`src/rtl/prbs31_pkg.sv`:
```
// prbs31_pkg -- shared definitions for the PRBS31 bit-error-rate test block.
//   state_t     : FSM state encoding (also driven out on the 3-bit state port)
//   PRBS_*/TAP_*: polynomial x^31 + x^28 + 1 as register length, tap indices, seed
//   WIN_LEN     : length of the loss-of-lock observation window in rx bits
//   prbs_fb()   : feedback / prediction bit of a 31-bit PRBS register
package prbs31_pkg;

  typedef enum logic [2:0] {
    IDLE   = 3'd0,
    SEED   = 3'd1,
    SYNC   = 3'd2,
    LOCKED = 3'd3,
    DONE   = 3'd4
  } state_t;

  localparam int          PRBS_LEN  = 31;
  localparam int          TAP_A     = 27;
  localparam int          TAP_B     = 30;
  localparam logic [30:0] PRBS_SEED = 31'h1;
  localparam int          WIN_LEN   = 32;

  // LFSR mode select
  localparam logic MODE_GEN = 1'b0;
  localparam logic MODE_CHK = 1'b1;

  function automatic logic prbs_fb(input logic [30:0] r);
    return r[TAP_A] ^ r[TAP_B];
  endfunction

endpackage

```
`src/rtl/prbs31_lfsr.sv`:
```
// prbs31_lfsr -- 31-bit PRBS31 shift register shared by generator and checker.
//   clk, rst_n : clock, asynchronous active-high reset (loads RST_VAL)
//   load       : synchronous load of load_val (wins over en)
//   load_val   : value loaded on load
//   en         : shift one position
//   mode       : MODE_GEN feeds back the taps, MODE_CHK shifts in din
//   din        : serial input used in checker mode
//   msb        : register bit 30 (the generator output bit)
//   pred       : tap XOR, i.e. the predicted next sequence bit
module prbs31_lfsr
  import prbs31_pkg::*;
#(
  parameter logic [30:0] RST_VAL = '0
) (
  input  logic        clk,
  input  logic        rst_n,
  input  logic        load,
  input  logic [30:0] load_val,
  input  logic        en,
  input  logic        mode,
  input  logic        din,
  output logic        msb,
  output logic        pred
);

  logic [30:0] sr_reg;
  logic        shift_in;

  assign shift_in = (mode == MODE_CHK) ? din : prbs_fb(sr_reg);

  always_ff @(posedge clk or posedge rst_n) begin
    if (rst_n) begin
      sr_reg <= RST_VAL;
    end else if (load) begin
      sr_reg <= load_val;
    end else if (en) begin
      sr_reg <= {sr_reg[PRBS_LEN-2:0], shift_in};
    end
  end

  assign msb  = sr_reg[TAP_B];
  assign pred = prbs_fb(sr_reg);

endmodule

```
`src/rtl/prbs31_test_ctrl.sv`:
```
// prbs31_test_ctrl -- PRBS31 BER test sequencer.
// Seeds and runs a PRBS31 generator onto tx_bit, runs a self-synchronising
// checker on rx_bit, declares lock / loss-of-lock and counts bits and errors
// over a programmable burst.
//   clk, rst_n          : clock, asynchronous active-high reset
//   start/abort/inject  : single-cycle control pulses (abort > start)
//   burst_len           : locked bits per run, 0 = run until abort
//   rx_bit, rx_valid    : received serial stream
//   tx_bit, tx_valid    : generated serial stream (registered)
//   state               : current FSM state (prbs31_pkg::state_t)
//   locked, lock_lost   : in LOCKED / lock dropped during this run (sticky)
//   done                : burst complete
//   err_cnt, err_sat    : saturating error count / saturation seen (sticky)
//   bit_cnt             : locked bits counted this run
module prbs31_test_ctrl
  import prbs31_pkg::*;
#(
  parameter int BURST_W     = 16,
  parameter int ERR_W       = 16,
  parameter int LOCK_THRESH = 64,
  parameter int LOSS_THRESH = 8
) (
  input  logic               clk,
  input  logic               rst_n,
  input  logic               start,
  input  logic               abort,
  input  logic               inject,
  input  logic [BURST_W-1:0] burst_len,
  input  logic               rx_bit,
  input  logic               rx_valid,
  output logic               tx_bit,
  output logic               tx_valid,
  output logic [2:0]         state,
  output logic               locked,
  output logic               lock_lost,
  output logic               done,
  output logic [ERR_W-1:0]   err_cnt,
  output logic               err_sat,
  output logic [BURST_W-1:0] bit_cnt
);

  localparam logic [7:0] LOCK_T = LOCK_THRESH[7:0];
  localparam logic [5:0] LOSS_T = LOSS_THRESH[5:0];

  state_t             state_reg;
  logic [7:0]         sync_cnt_reg;
  logic [4:0]         win_bits_reg;
  logic [5:0]         win_errs_reg;
  logic [ERR_W-1:0]   err_cnt_reg;
  logic               err_sat_reg;
  logic [BURST_W-1:0] bit_cnt_reg;
  logic [BURST_W-1:0] burst_reg;
  logic               lock_lost_reg;
  logic               locked_reg;
  logic               done_reg;
  logic               tx_bit_reg;
  logic               tx_valid_reg;
  logic               inj_pend_reg;

  logic               active;
  logic               seed_load;
  logic               gen_msb;
  logic               gen_pred;
  logic               chk_msb;
  logic               chk_pred;
  logic               chk_err;
  logic [7:0]         sync_next;
  logic [5:0]         win_errs_next;
  logic [BURST_W-1:0] bit_cnt_next;
  logic               unused_lfsr_bits;

  assign active        = (state_reg == SYNC) || (state_reg == LOCKED);
  assign seed_load     = (state_reg == SEED);
  assign chk_err       = rx_bit ^ chk_pred;
  assign sync_next     = sync_cnt_reg + 8'd1;
  assign win_errs_next = win_errs_reg + {5'd0, chk_err};
  assign bit_cnt_next  = bit_cnt_reg + BURST_W'(1);

  // Generator: free-running while the test is active.
  prbs31_lfsr #(.RST_VAL(PRBS_SEED)) u_gen (
    .clk      (clk),
    .rst_n    (rst_n),
    .load     (seed_load),
    .load_val (PRBS_SEED),
    .en       (active),
    .mode     (MODE_GEN),
    .din      (1'b0),
    .msb      (gen_msb),
    .pred     (gen_pred)
  );

  // Checker: self-synchronising, shifts only on qualified rx bits.
  prbs31_lfsr #(.RST_VAL(31'h0)) u_chk (
    .clk      (clk),
    .rst_n    (rst_n),
    .load     (seed_load),
    .load_val (31'h0),
    .en       (active & rx_valid),
    .mode     (MODE_CHK),
    .din      (rx_bit),
    .msb      (chk_msb),
    .pred     (chk_pred)
  );

  assign unused_lfsr_bits = gen_pred ^ chk_msb;

  always_ff @(posedge clk or posedge rst_n) begin
    if (rst_n) begin
      state_reg     <= IDLE;
      sync_cnt_reg  <= '0;
      win_bits_reg  <= '0;
      win_errs_reg  <= '0;
      err_cnt_reg   <= '0;
      err_sat_reg   <= 1'b0;
      bit_cnt_reg   <= '0;
      burst_reg     <= '0;
      lock_lost_reg <= 1'b0;
      locked_reg    <= 1'b0;
      done_reg      <= 1'b0;
      tx_bit_reg    <= 1'b0;
      tx_valid_reg  <= 1'b0;
      inj_pend_reg  <= 1'b0;
    end else begin
      // Transmit path follows the current state, so it trails a state
      // change by one cycle. A pending inject is consumed by the very next
      // transmitted bit; a new inject pulse re-arms it.
      tx_valid_reg <= active;
      tx_bit_reg   <= active ? (gen_msb ^ inj_pend_reg) : 1'b0;
      inj_pend_reg <= active & inject;

      if (abort) begin
        // Counters and sticky flags stay readable after an abort.
        state_reg  <= IDLE;
        locked_reg <= 1'b0;
        done_reg   <= 1'b0;
      end else begin
        case (state_reg)
          IDLE: begin
            if (start) state_reg <= SEED;
          end

          SEED: begin
            sync_cnt_reg  <= '0;
            win_bits_reg  <= '0;
            win_errs_reg  <= '0;
            err_cnt_reg   <= '0;
            err_sat_reg   <= 1'b0;
            bit_cnt_reg   <= '0;
            lock_lost_reg <= 1'b0;
            burst_reg     <= burst_len;
            state_reg     <= SYNC;
          end

          SYNC: begin
            if (rx_valid) begin
              if (chk_err) begin
                sync_cnt_reg <= '0;
              end else if (sync_next == LOCK_T) begin
                sync_cnt_reg <= '0;
                win_bits_reg <= '0;
                win_errs_reg <= '0;
                locked_reg   <= 1'b1;
                state_reg    <= LOCKED;
              end else begin
                sync_cnt_reg <= sync_next;
              end
            end
          end

          LOCKED: begin
            if (rx_valid) begin
              bit_cnt_reg <= bit_cnt_next;
              if (chk_err) begin
                if (&err_cnt_reg) err_sat_reg <= 1'b1;
                else              err_cnt_reg <= err_cnt_reg + ERR_W'(1);
              end
              // 5-bit bit counter wraps every WIN_LEN valid bits; the error
              // tally restarts with it unless this bit already drops lock.
              win_bits_reg <= win_bits_reg + 5'd1;
              if (win_bits_reg == 5'(WIN_LEN - 1)) win_errs_reg <= '0;
              else                                 win_errs_reg <= win_errs_next;

              // A completed burst wins over a simultaneous loss of lock.
              if ((burst_reg != '0) && (bit_cnt_next == burst_reg)) begin
                locked_reg <= 1'b0;
                done_reg   <= 1'b1;
                state_reg  <= DONE;
              end else if (win_errs_next >= LOSS_T) begin
                locked_reg    <= 1'b0;
                lock_lost_reg <= 1'b1;
                sync_cnt_reg  <= '0;
                state_reg     <= SYNC;
              end
            end
          end

          DONE: begin
            if (start) begin
              done_reg  <= 1'b0;
              state_reg <= SEED;
            end
          end

          default: state_reg <= IDLE;
        endcase
      end
    end
  end

  assign state     = state_reg;
  assign locked    = locked_reg;
  assign lock_lost = lock_lost_reg;
  assign done      = done_reg;
  assign err_cnt   = err_cnt_reg;
  assign err_sat   = err_sat_reg;
  assign bit_cnt   = bit_cnt_reg;
  assign tx_bit    = tx_bit_reg;
  assign tx_valid  = tx_valid_reg;

endmodule

```
`config.mk`:
```
export PLATFORM = sky130hd
export DESIGN_NAME = prbs31_test_ctrl
export DESIGN_NICKNAME = d
export VERILOG_FILES = /design/src/rtl/prbs31_pkg.sv /design/src/rtl/prbs31_lfsr.sv /design/src/rtl/prbs31_test_ctrl.sv
export SDC_FILE = /design/constraint.sdc
export NUM_CORES = 1
export LEC_CHECK = 0
export ABC_AREA = 1
export CAP_MARGIN = 20
export CORE_UTILIZATION = 40
export DETAILED_ROUTE_END_ITERATION = 12
export SLEW_MARGIN = 20
export SYNTH_ARGS = -nofsm -noshare
export SYNTH_HDL_FRONTEND = slang
export SYNTH_SLANG_ARGS = --single-unit
```
`constraint.sdc`:
```
create_clock -name clk -period 8.15 [get_ports clk]
set_input_delay 1.63 -clock clk [delete_from_list [all_inputs] [get_ports clk]]
set_output_delay 1.63 -clock clk [all_outputs]
set_load 0.01 [all_outputs]
```
* After elaboration in Yosys (flattened, before gate mapping) *
Cells that the tools add are included.

word-level totals
  output and inout bits = 41
  input port bits = 23
  word-level logic and storage cells = 134
  register bits after elaboration = 139

operators by class
  reductions and logical operators = 22
  add/subtract/negate cells = 5
  multiplexer cells = 59
  $lt $le $gt $ge = 1
  bitwise operators = 7
  equality and inequality tests = 24

operator list
  kind                   number
  $mux 31                4
  $mux 16                4
  $pmux 16 s2            2
  $mux 8                 6
  $add 16x1->16 const B  2
  $mux 6                 5
  $mux 3                 8
  $pmux 8 s3             1
  $reduce_and 6->1       4
  $mux 5                 4
  $mux 1                 18
  $pmux 6 s3             1
  $eq 16x16->1           1
  $reduce_and 16->1      1
  $reduce_bool 16->1     1
  $pmux 5 s3             1
  $reduce_and 5->1       3
  $ne 2x2->1 const B     6
  $ne 3x3->1 const B     4
  $pmux 3 s4             1
  $reduce_bool 3->1      3
  $add 8x1->8 const B    1
  $eq 8x7->1 const B     1
  $pmux 1 s2             4
  22 further kinds       32

* Logic depth before layout (Yosys ltp) *
Gate-level depths: netlist (run 1).

  depth after elaboration = 9
  gate-level depth with buffers = 16
  mapped depth without buffers = 16

* Hierarchy *
A second synthesis (run 1) with hierarchy kept.

second synthesis, totals
  cells, all modules = 966
  area, all modules = 7350.8 um2

by module, submodules not included
  module               cells an instance  seq. area each (um2)  instances  area each (um2)
  prbs31_test_ctrl     610                1926.8                1          4451.8
  prbs31_lfsr (u_gen)  178                777.0                 1          1450.1
  prbs31_lfsr (u_chk)  178                775.7                 1          1448.9

* Worst setup path before layout (run 1) *
No wires, ideal clock.

  kind = input -> register
  start = in rx_bit
  end = reg sync_cnt_reg[3]
  data arrival time = 3.086 ns
  setup time = 0.065 ns
  buffers on the path = 0
  data required time = 8.085 ns
  cell stages on the path = 14
  slack = 4.999 ns
  cell sequence = xor2_1 -> inv_1 -> ha_1 -> ha_1 -> nand3_1 -> xor2_1 -> nand2_1 -> nor2_1 -> inv_1 -> nand2_2 -> nand2_4 -> nand2_4 -> nand2_1 -> nand2_1

between the ends
  word-level cells in the longest chain between the ends = 5
  elaborated cells on any way between the ends = 8
  those cells by class = add/sub (1); order compare (1); eq/ne (1); mux (3); bitwise (1); reduce/logical (1)

ends and longest elaborated chain
  element                            RTL line                 RTL
  start, declared                    prbs31_test_ctrl.sv:29   input logic rx_bit,
  $xor 1x1->1 (*)                    prbs31_test_ctrl.sv:74   assign chk_err = rx_bit ^ chk_pred;
  $add 6x1->6                        prbs31_test_ctrl.sv:76   assign win_errs_next = win_errs_reg + {5'd0, chk_err};
  $ge 6x4->1                         prbs31_test_ctrl.sv:188  end else if (win_errs_next >= LOSS_T) begin
  $ne 2x1->1 (no source line)        -
  $reduce_and 6->1 (no source line)  -
  end signal, assigned               prbs31_test_ctrl.sv:165  sync_cnt_reg <= sync_next;
  end, declared                      prbs31_test_ctrl.sv:46   logic [7:0] sync_cnt_reg;

Mark *: on every way between the ends. The rest lies on a longest branch, timed or not. The select of a mux whose other input is x is not followed.
A chain may end at the register's enable or synchronous reset.

* Final worst setup path (run 1) *
  start = in abort
  end = reg err_cnt_reg[13] (netlist: err_cnt[13])

between the ends
  word-level cells in the longest chain between the ends = 2

ends and longest elaborated chain
  element                            RTL line                 RTL
  start, declared                    prbs31_test_ctrl.sv:26   input logic abort,
  $not 1->1 (no source line)         -
  $reduce_and 5->1 (no source line)  -
  end signal, assigned               prbs31_test_ctrl.sv:175  else err_cnt_reg <= err_cnt_reg + ERR_W'(1);
  end, declared                      prbs31_test_ctrl.sv:49   logic [ERR_W-1:0] err_cnt_reg;

No other way between the ends.

==> results of run 1 <==
## routing by layer
metal  track usage (%)  routed length, um  vias up
li1                  -                  -     2980
met1             25.94               7660     2786
met2             29.48               7210      112
met3             4.308                684        9
met4             4.987                 86        0
met5                 0                  0        -
## kinds of logic after synthesis
group	count (synthesis)
adder cells (fa/ha/maj)	7
XOR/XNOR	14
AND/OR/NAND/NOR	466
buffers and inverters	140
flip-flops	139
AO/OA/AOI/OAI	112
## worst max-delay path: cells and delay by family
| family | cells | cell delay, ns |
|---|---|---|
| buffers and inverters | 2 | 0.95 |
| and+or+nand+nor | 7 | 1.81 |
| AOI/OAI and AO/OA | 1 | 0.14 |
## stage by stage
stage          hold slack, ns  total power, mW  util [%]  cells
2_1_floorplan          0.4497            1.362         -    878
3_3_place_gp           0.4630            1.546     46.41   1139
3_5_place_dp           0.4654            1.550     46.44   1139
4_1_cts                0.4828            2.370     50.13   1171
5_1_grt                0.4967            2.502     50.13   1171
6_report               0.4792            2.342     50.13   1171
## synth_stat cells (3+ instances only)
| master | number | share of area [%] |
|---|---|---|
| nand2_1 | 258 | 14 |
| dfrtp_1 | 138 | 50 |
| inv_1 | 104 | 5.6 |
| nand3_1 | 100 | 7.2 |
| nor2_1 | 56 | 3.0 |
| o21ai_0 | 44 | 3.2 |
| o22ai_1 | 36 | 3.2 |
| a21oi_1 | 19 | 1.4 |
| clkbuf_1 | 17 | 0.92 |
| nand4_1 | 14 | 1.3 |
| inv_2 | 12 | 0.65 |
| nor2_2 | 9 | 0.81 |
| xor2_1 | 9 | 1.1 |
| ha_1 | 7 | 1.3 |
| nand3b_1 | 6 | 0.65 |
| buf_2 | 4 | 0.29 |
| nor2_4 | 4 | 0.65 |
| xnor2_1 | 4 | 0.50 |
| buf_1 | 3 | 0.16 |
| nand2_2 | 3 | 0.27 |
| nor3_1 | 3 | 0.22 |
## power by group
part	internal, mW	switching, mW	total [mW]	leakage, nW
logic	0.201	0.463	0.665	1.80
clock network	0.496	0.312	0.808	0.306
registers	0.800	0.0686	0.869	1.90
## worst paths after layout
check	from	end	slack (ns)
max	abort	err_cnt[13]	3.94
min	u_chk.sr_reg[25]	u_chk.sr_reg[25]	0.48
max reg2reg	state[2]	err_cnt[13]	4.85
min reg2reg	u_chk.sr_reg[25]	u_chk.sr_reg[25]	0.48
max in group asynchronous	rst_n	bit_cnt[9]	5.15
min in group asynchronous	rst_n	tx_bit	1.69
## final cells by class
class / instances / share of cell area [%]
well taps: 220 / 3.276
inverters: 116 / 5.242
flip-flops and latches: 139 / 41.41
multi-input cells: 599 / 35.03
clock inverters: 14 / 2.130
repair buffers: 65 / 7.684
clock buffers: 18 / 5.227
==> results.json, run 1 <==
{
  "insertion_delay_ns": 0.42,
  "first_pass_iters": 4,
  "synthToLayoutAreaGrowth_pct": 20.93,
  "start_kind": "input port",
  "dpl_cell_area_sq_um": 7784,
  "multiInputGateArea_sq_um": 2943,
  "drt_wl_total_um": 15640,
  "grt_pass1_vias": 5395,
  "p_leak_nw": 4.006,
  "dp_hpwl_um": 10710,
  "crit_top_cell": "nand2_1",
  "clk_path_buf_depth": 2,
  "num_vias": 5887,
  "root_buffer": "clkbuf_16",
  "synth_ff_type": "dfrtp_1",
  "row_count": 47,
  "async_flop_share_pct": 100.0,
  "port_buffers": 63,
  "fill_cells": 1615,
  "slowest_delay_ns": 0.81,
  "synth-compound-area-share_pct": 9.166,
  "hold_buffers": 0,
  "place.gp.congestion": 0.8694,
  "drc": 0,
  "cts_resized": 0,
  "drive_above_1_share_pct": 7.571,
  "report.final.hold_viol_count": 0,
  "synth.area.mux_share_pct": 0,
  "grt_max_degree": 73,
  "tns_ns": 0,
  "synth_seq_area_share_pct": 50.08,
  "yosys.area_share.simple_pct": 29.88,
  "ant_nets": 0,
  "antenna_cells": 0,
  "synth-edff-count": 0,
  "synth_area_sq_um": 6948,
  "cts_made_buffers": 17,
  "final_common_cell": "nand2_1",
  "die_area_sq_um": 17900,
  "synth_seq_cells": 139,
  "end_kind": "register",
  "fin_crit_ns": 4.215,
  "wl_per_cell_um": 13.36,
  "syn_area_per_cell_sq_um": 7.913,
  "synth_top_family_by_area": "simple AND/OR/NAND/NOR gates",
  "viasPerCell": 5.027,
  "grt_pass1_wl_um": 26630,
  "critical_path_peak_fanout": 39,
  "regArea_sq_um": 3480,
  "gr-total-overflow": 0,
  "drtIter0Drc": 355,
  "initial_core_util_pct": 41.46,
  "ys.warnings.count": 0,
  "p_per_area_nw_per_um2": 278.7,
  "clock_sinks": 139,
  "drv_slew": 0,
  "syn_inst": 878,
  "yosysUniqueCellTypes": 41,
  "crit_slowest_cell": "nor2_4",
  "crit_chain": "clkdlybuf4s50_1 > nor2_4 > inv_2 > nand2_1 > nand2_1 > nor2_1 > nand2_1 > nor2_1 > nand2_1 > a21oi_1",
  "worstRegToRegCells": 13,
  "skew_ns": 0.01077,
  "synthAdderAreaFrac_pct": 1.261,
  "fin_nets": 968,
  "grtUsageTotal_pct": 18.73,
  "fin_crit_sh_pct": 51.72,
  "die_x_um": 133.8,
  "synth_xor_xnor_area_share_pct": 1.981,
  "maxCapViolCount": 0,
  "worst_slack_ns": 3.935,
  "antenna_found_initial": 0,
  "arrival_ns": 4.56,
  "fin_area_sq_um": 8402,
  "fp.coreArea_sq_um": 16760,
  "rsz0062_at_grt": "false",
  "synth_nets": 908,
  "hold_class": "reg -> reg",
  "status": "complete, no violations",
  "dp_slack_ns": 3.490,
  "min_path_cells": 2,
  "htreeDepth": 4,
  "fmax_mhz": 237.3,
  "mostFrequentLayoutCells": "nand2_1 (258), dfrtp_1 (138), inv_1 (103), nand3_1 (100), clkdlybuf4s50_1 (63)",
  "die_y_um": 133.8,
  "timing.critical_path.required_ns": 8.50,
  "slew_headroom_pct": 42.46,
  "post-cts-setup-buffer-count": 0,
  "io-pin-count": 64,
  "clkSlewWorstSetupHoldPaths_ns": 0.06,
  "vdd_drop_max_mv": 0.1898,
  "path_class": "in -> reg",
  "cts_tree": "built",
  "worst_pin_slew_ns": 0.8631,
  "setup_viol": 0
}
(Power assumes the default switching activity.)
==> run 2, diff against run 1 <==
Clock period 8.15 ns to 3.45 ns, I/O delays scaled along.
==> run 2 against run 1 <==
Net effect: sequential power is 140% higher; final area is 0.27% higher; sequential cell count stayed put; critical path type is now reg -> reg; sequential share of layout area is 0.11 points lower; global-route usage is 0.082 points lower; first-iteration DRC count is 8.2% higher; worst setup slack worse by 3.0 ns; combinational power is 140% higher; non-clock buffer count is 7 higher.
==> results.json, run 2 (same netlist as run 1, synthesis figures left out) <==
{
  "cts_tree": "built",
  "fin_nets": 975,
  "clock_sinks": 139,
  "grtUsageTotal_pct": 18.64,
  "insertion_delay_ns": 0.41,
  "num_vias": 5815,
  "start_kind": "register",
  "timing.critical_path.required_ns": 3.79,
  "antenna_found_initial": 0,
  "pwr-share-comb_pct": 29.3,
  "seqPwrFrac_pct": 37.8,
  "die_y_um": 133.8,
  "maxCapViolCount": 0,
  "rr_startpoint": "state[2]",
  "status": "complete, no violations",
  "first_pass_iters": 5,
  "wl_per_cell_um": 13.26,
  "crit_chain": "nor2_2 > inv_2 > nor2_2 > inv_2 > nor2_4 > inv_2 > nand2_1 > nand2_1 > nor2_1 > nand2_1 > nor2_1 > nand2_1 > a21oi_1",
  "slowest_delay_ns": 0.51,
  "place_inst": 1146,
  "min_path_cells": 2,
  "ff2ff_setup_slack_ns": 0.91,
  "final_common_cell": "nand2_1",
  "drive_above_1_share_pct": 7.732,
  "skew_ns": 0.006957,
  "instances_no_fill": 1177,
  "clk_path_buf_depth": 2,
  "critical_path_peak_fanout": 32,
  "p_per_area_nw_per_um2": 647.7,
  "slew_headroom_pct": 52.09,
  "synthToLayoutAreaGrowth_pct": 21.25,
  "worst_pin_slew_ns": 0.7186,
  "port_buffers": 63,
  "htreeDepth": 4,
  "die_x_um": 133.8,
  "fin_crit_ns": 2.544,
  "min_from": "u_chk.sr_reg[10]",
  "place.gp.congestion": 0.8847,
  "post-cts-setup-buffer-count": 0,
  "end_kind": "register",
  "p_leak_nw": 4.017,
  "tns_ns": 0,
  "fmax_mhz": 393.1,
  "fp.coreArea_sq_um": 16760,
  "hold_class": "reg -> reg",
  "vdd_drop_max_mv": 0.4052,
  "gr-total-overflow": 0,
  "p_int_mw": 3.534,
  "cts_made_buffers": 17,
  "dp_hpwl_um": 10670,
  "p_sw_mw": 1.923,
  "arrival_ns": 2.88,
  "grt_pass1_vias": 5505,
  "row_count": 47,
  "initial_core_util_pct": 41.46,
  "min_to": "u_chk.sr_reg[10]",
  "cts_resized": 0,
  "drv_slew": 0,
  "report.final.hold_viol_count": 0,
  "die_area_sq_um": 17900,
  "drt_wl_total_um": 15610,
  "drtIter0Drc": 384,
  "grt_max_degree": 140,
  "r2r_end": "err_cnt[13]",
  "switching_share_pct": 35.24,
  "mostFrequentLayoutCells": "nand2_1 (258), dfrtp_1 (138), inv_1 (103), nand3_1 (100), clkdlybuf4s50_1 (63)",
  "viasPerCell": 4.941,
  "ant_nets": 0,
  "hold_buffers": 0,
  "worstRegToRegCells": 13,
  "fin_crit_sh_pct": 73.73,
  "clkSlewWorstSetupHoldPaths_ns": 0.06,
  "crit_slowest_cell": "dfrtp_1",
  "drc": 0,
  "antenna_cells": 0,
  "crit_top_cell": "nand2_1",
  "rsz0062_at_grt": "false",
  "grt_pass1_wl_um": 26590,
  "p_clk_share_pct": 32.9,
  "root_buffer": "clkbuf_16",
  "path_class": "reg -> reg",
  "setup_viol": 0,
  "io-pin-count": 64
}
-- run 2: layout make-up --
cell class              instances  area, sq um
inverters                     116        439.2
clock buffers                  25        495.5
flip-flops and latches        139         3480
multi-input cells             599         2938
fillers                      1645         8335
repair buffers                 72        710.7
clock inverters                 6        86.33
well taps                     220        275.3
-- run 2: power groups by stage --
stage | Combinational (mW) | Clock [mW] | Sequential (mW)
5_1_grt | 1.82 | 1.90 | 2.10
6_report | 1.60 | 1.79 | 2.06
4_1_cts | 1.62 | 1.83 | 2.07
3_3_place_gp | 1.61 | 0 | 2.09
2_1_floorplan | 1.16 | 0 | 2.06
3_5_place_dp | 1.61 | 0 | 2.09
-- run 2: critical path, delay by kind of cell, from the launching register on --
kind                   cells  cell delay [ns]
and+or+nand+nor            9             1.43
DFF                        1             0.51
buffers and inverters      3             0.41
AOI/OAI and AO/OA          1             0.14
-- run 2: how the worst max path moves through the flow --
| stage | from | to | slack [ns] | cells after the start |
|---|---|---|---|---|
| 2_1_floorplan | rst_n | bit_cnt[0] | 1.03 | 1 |
| 3_3_place_gp | rx_bit | sync_cnt_reg[3] | 0.52 | 15 |
| 3_5_place_dp | rx_bit | sync_cnt_reg[5] | 0.50 | 15 |
| 4_1_cts | state[2] | err_cnt[13] | 0.92 | 13 |
| 5_1_grt | rx_bit | sync_cnt_reg[5] | 0.66 | 15 |
| 6_report | state[2] | err_cnt[13] | 0.91 | 13 |
-- run 2: stage by stage --
step	power [mW]	util [%]	hold slack (ns)	setup slack (ns)	cell area, sq um
after global routing	5.816	50.27	0.5048	0.6584	8424
after floorplan	3.219	-	0.4497	1.026	6952
final	5.456	50.27	0.4776	0.9063	8424
after detailed placement	3.704	46.79	0.4657	0.4957	7843
after global placement	3.695	46.79	0.4635	0.5190	7843
after CTS	5.515	50.27	0.4822	0.9249	8424
-- run 2: layer usage --
metal	vias to the layer above	share of wire (%)	global-route usage [%]
li1	2984	-	-
met3	12	4.4	4.611
met5	-	0	0
met1	2688	49	25.59
met2	131	45	28.87
met4	0	1.5	6.061
==> run 3, diff against run 2 <==
Clock period 3.45 ns to 2.05 ns, I/O delays scaled along.
==> run 3 against run 2 <==
Net effect: hold slack got worse by 0.14 ns; global-route usage increased by 1.5 points; worst setup slack got worse by 1.0 ns; final area grew 13%; sequential power up 67%; sequential share of layout area decreased by 4.6 points; critical path type unchanged; the flow now finishes with violations (setup timing); via count is 7.0% higher.
==> results.json, run 3 (same netlist as run 1, synthesis figures left out) <==
{
  "status": "finished with violations",
  "violations": "setup timing",
  "slew_headroom_pct": 71.26,
  "start_kind": "register",
  "cts_made_buffers": 17,
  "die_x_um": 133.8,
  "gr-total-overflow": 0,
  "fin_crit_sh_pct": 105.4,
  "cp_num_buf_inv": 1,
  "drtIter0Drc": 343,
  "timing.critical_path.required_ns": 2.36,
  "die_area_sq_um": 17900,
  "drive_above_1_share_pct": 21.76,
  "clk_path_buf_depth": 2,
  "fp.coreArea_sq_um": 16760,
  "initial_core_util_pct": 41.46,
  "clock_sinks": 139,
  "report.final.hold_viol_count": 0,
  "end_kind": "register",
  "io-pin-count": 64,
  "hold_ws_ns": 0.3362,
  "drc": 0,
  "tns_ns": -1.076,
  "place_inst": 1217,
  "clkSlewWorstSetupHoldPaths_ns": 0.06,
  "grtUsageTotal_pct": 20.11,
  "dpl_cell_area_sq_um": 8418,
  "fin_area_sq_um": 9488,
  "dp_hpwl_um": 11590,
  "cpLargestDelayFamily": "simple AND/OR/NAND/NOR gates",
  "dp_slack_ns": -0.5074,
  "fin_crit_ns": 2.161,
  "row_count": 47,
  "antenna_cells": 0,
  "maxCapViolCount": 0,
  "slowest_delay_ns": 0.41,
  "grt_pass1_wl_um": 28520,
  "crit_slowest_cell": "dfrtp_1",
  "fin_nets": 1065,
  "antenna_found_initial": 0,
  "grt_max_degree": 46,
  "first_pass_iters": 6,
  "setup_viol": 13,
  "instances_no_fill": 1268,
  "fmax_mhz": 462.8,
  "grt_pass1_vias": 5882,
  "root_buffer": "clkbuf_16",
  "worst-path-stages": 14,
  "path_class": "reg -> reg",
  "mostFrequentLayoutCells": "nand2_1 (240), dfrtp_1 (136), inv_1 (99), buf_4 (89), nand3_1 (83)",
  "fill_cells": 1542,
  "port_buffers": 63,
  "p_per_area_nw_per_um2": 1026,
  "hold_buffers": 0,
  "drv_slew": 0,
  "rsz0062_at_grt": "true",
  "cts_tree": "built",
  "fin_util_pct": 56.61,
  "vdd_drop_max_mv": 0.6922,
  "skew_ns": 0.01241,
  "worstRegToRegCells": 14,
  "place.gp.congestion": 0.8791,
  "worst_pin_slew_ns": 0.4295,
  "num_vias": 6223,
  "arrival_ns": 2.47,
  "hold_class": "in -> async",
  "htreeDepth": 4,
  "synthToLayoutAreaGrowth_pct": 36.56,
  "worst_slack_ns": -0.1107,
  "power_mw": 9.738,
  "drt_wl_total_um": 17180,
  "insertion_delay_ns": 0.42,
  "viasPerCell": 4.908,
  "crit_chain": "buf_6 > nand2_4 > nor2_4 > nand3_2 > nand3_2 > nand2_1 > nor2_1 > nand3_1 > nor2_2 > nand3_4 > nand2_4 > nand2_8 > nand3b_1 > nand2_1",
  "ant_nets": 0,
  "die_y_um": 133.8,
  "critical_path_peak_fanout": 5,
  "final_common_cell": "nand2_1",
  "p_leak_nw": 4.569,
  "wl_per_cell_um": 13.55
}
==> run 3: area by class of cell <==
cell class | instances | area [sq um] | share of cell area (%)
timing repair buffer | 160 | 1426 | 15.03
inverter | 116 | 446.7 | 4.708
tap | 220 | 275.3 | 2.901
multi-input combinational | 601 | 3296 | 34.74
clock inverter | 12 | 115.1 | 1.213
clock buffer | 20 | 446.7 | 4.708
sequential | 139 | 3482 | 36.70
==> run 3: worst reg2reg max path: cells and delay by family, from the launching register on <==
| kind | cells | cell delay [ns] |
|---|---|---|
| buf+inv | 1 | 0.14 |
| flops | 1 | 0.41 |
| simple gates | 13 | 1.50 |
==> run 3: path summary, 6_finish.rpt <==
check / from / to / slack, ns
max in group asynchronous: rst_n / bit_cnt[3] / 1.14
min in group clk: u_chk.sr_reg[2] / u_chk.sr_reg[2] / 0.48
min reg2reg: u_chk.sr_reg[2] / u_chk.sr_reg[2] / 0.48
min: rst_n / u_chk.sr_reg[6] / 0.34
max: bit_cnt[1] / sync_cnt_reg[1] / -0.11
max reg2reg: bit_cnt[1] / sync_cnt_reg[1] / -0.11
==> run 3: routing by layer <==
metal	GRT usage, %	share of wire [%]	up-vias
met2	31.61	47	145
li1	-	-	3174
met4	5.303	1.2	0
met5	0	0	-
met1	28.33	48	2885
met3	4.006	4.2	19
==> run 3: where the power goes <==
| group | switching [mW] | total, mW | internal, mW |
|---|---|---|---|
| combinational | 2.10 | 3.37 | 1.27 |
| sequential | 0.259 | 3.44 | 3.18 |
| clock | 1.21 | 2.93 | 1.71 |
==> run 3: repair_timing <==
item,4_1_cts,5_1_grt
gates cloned,2,0
setup buffers,5,13
setup endpoints to repair,14,38
pin swaps,17,45
gates resized for setup,25,68
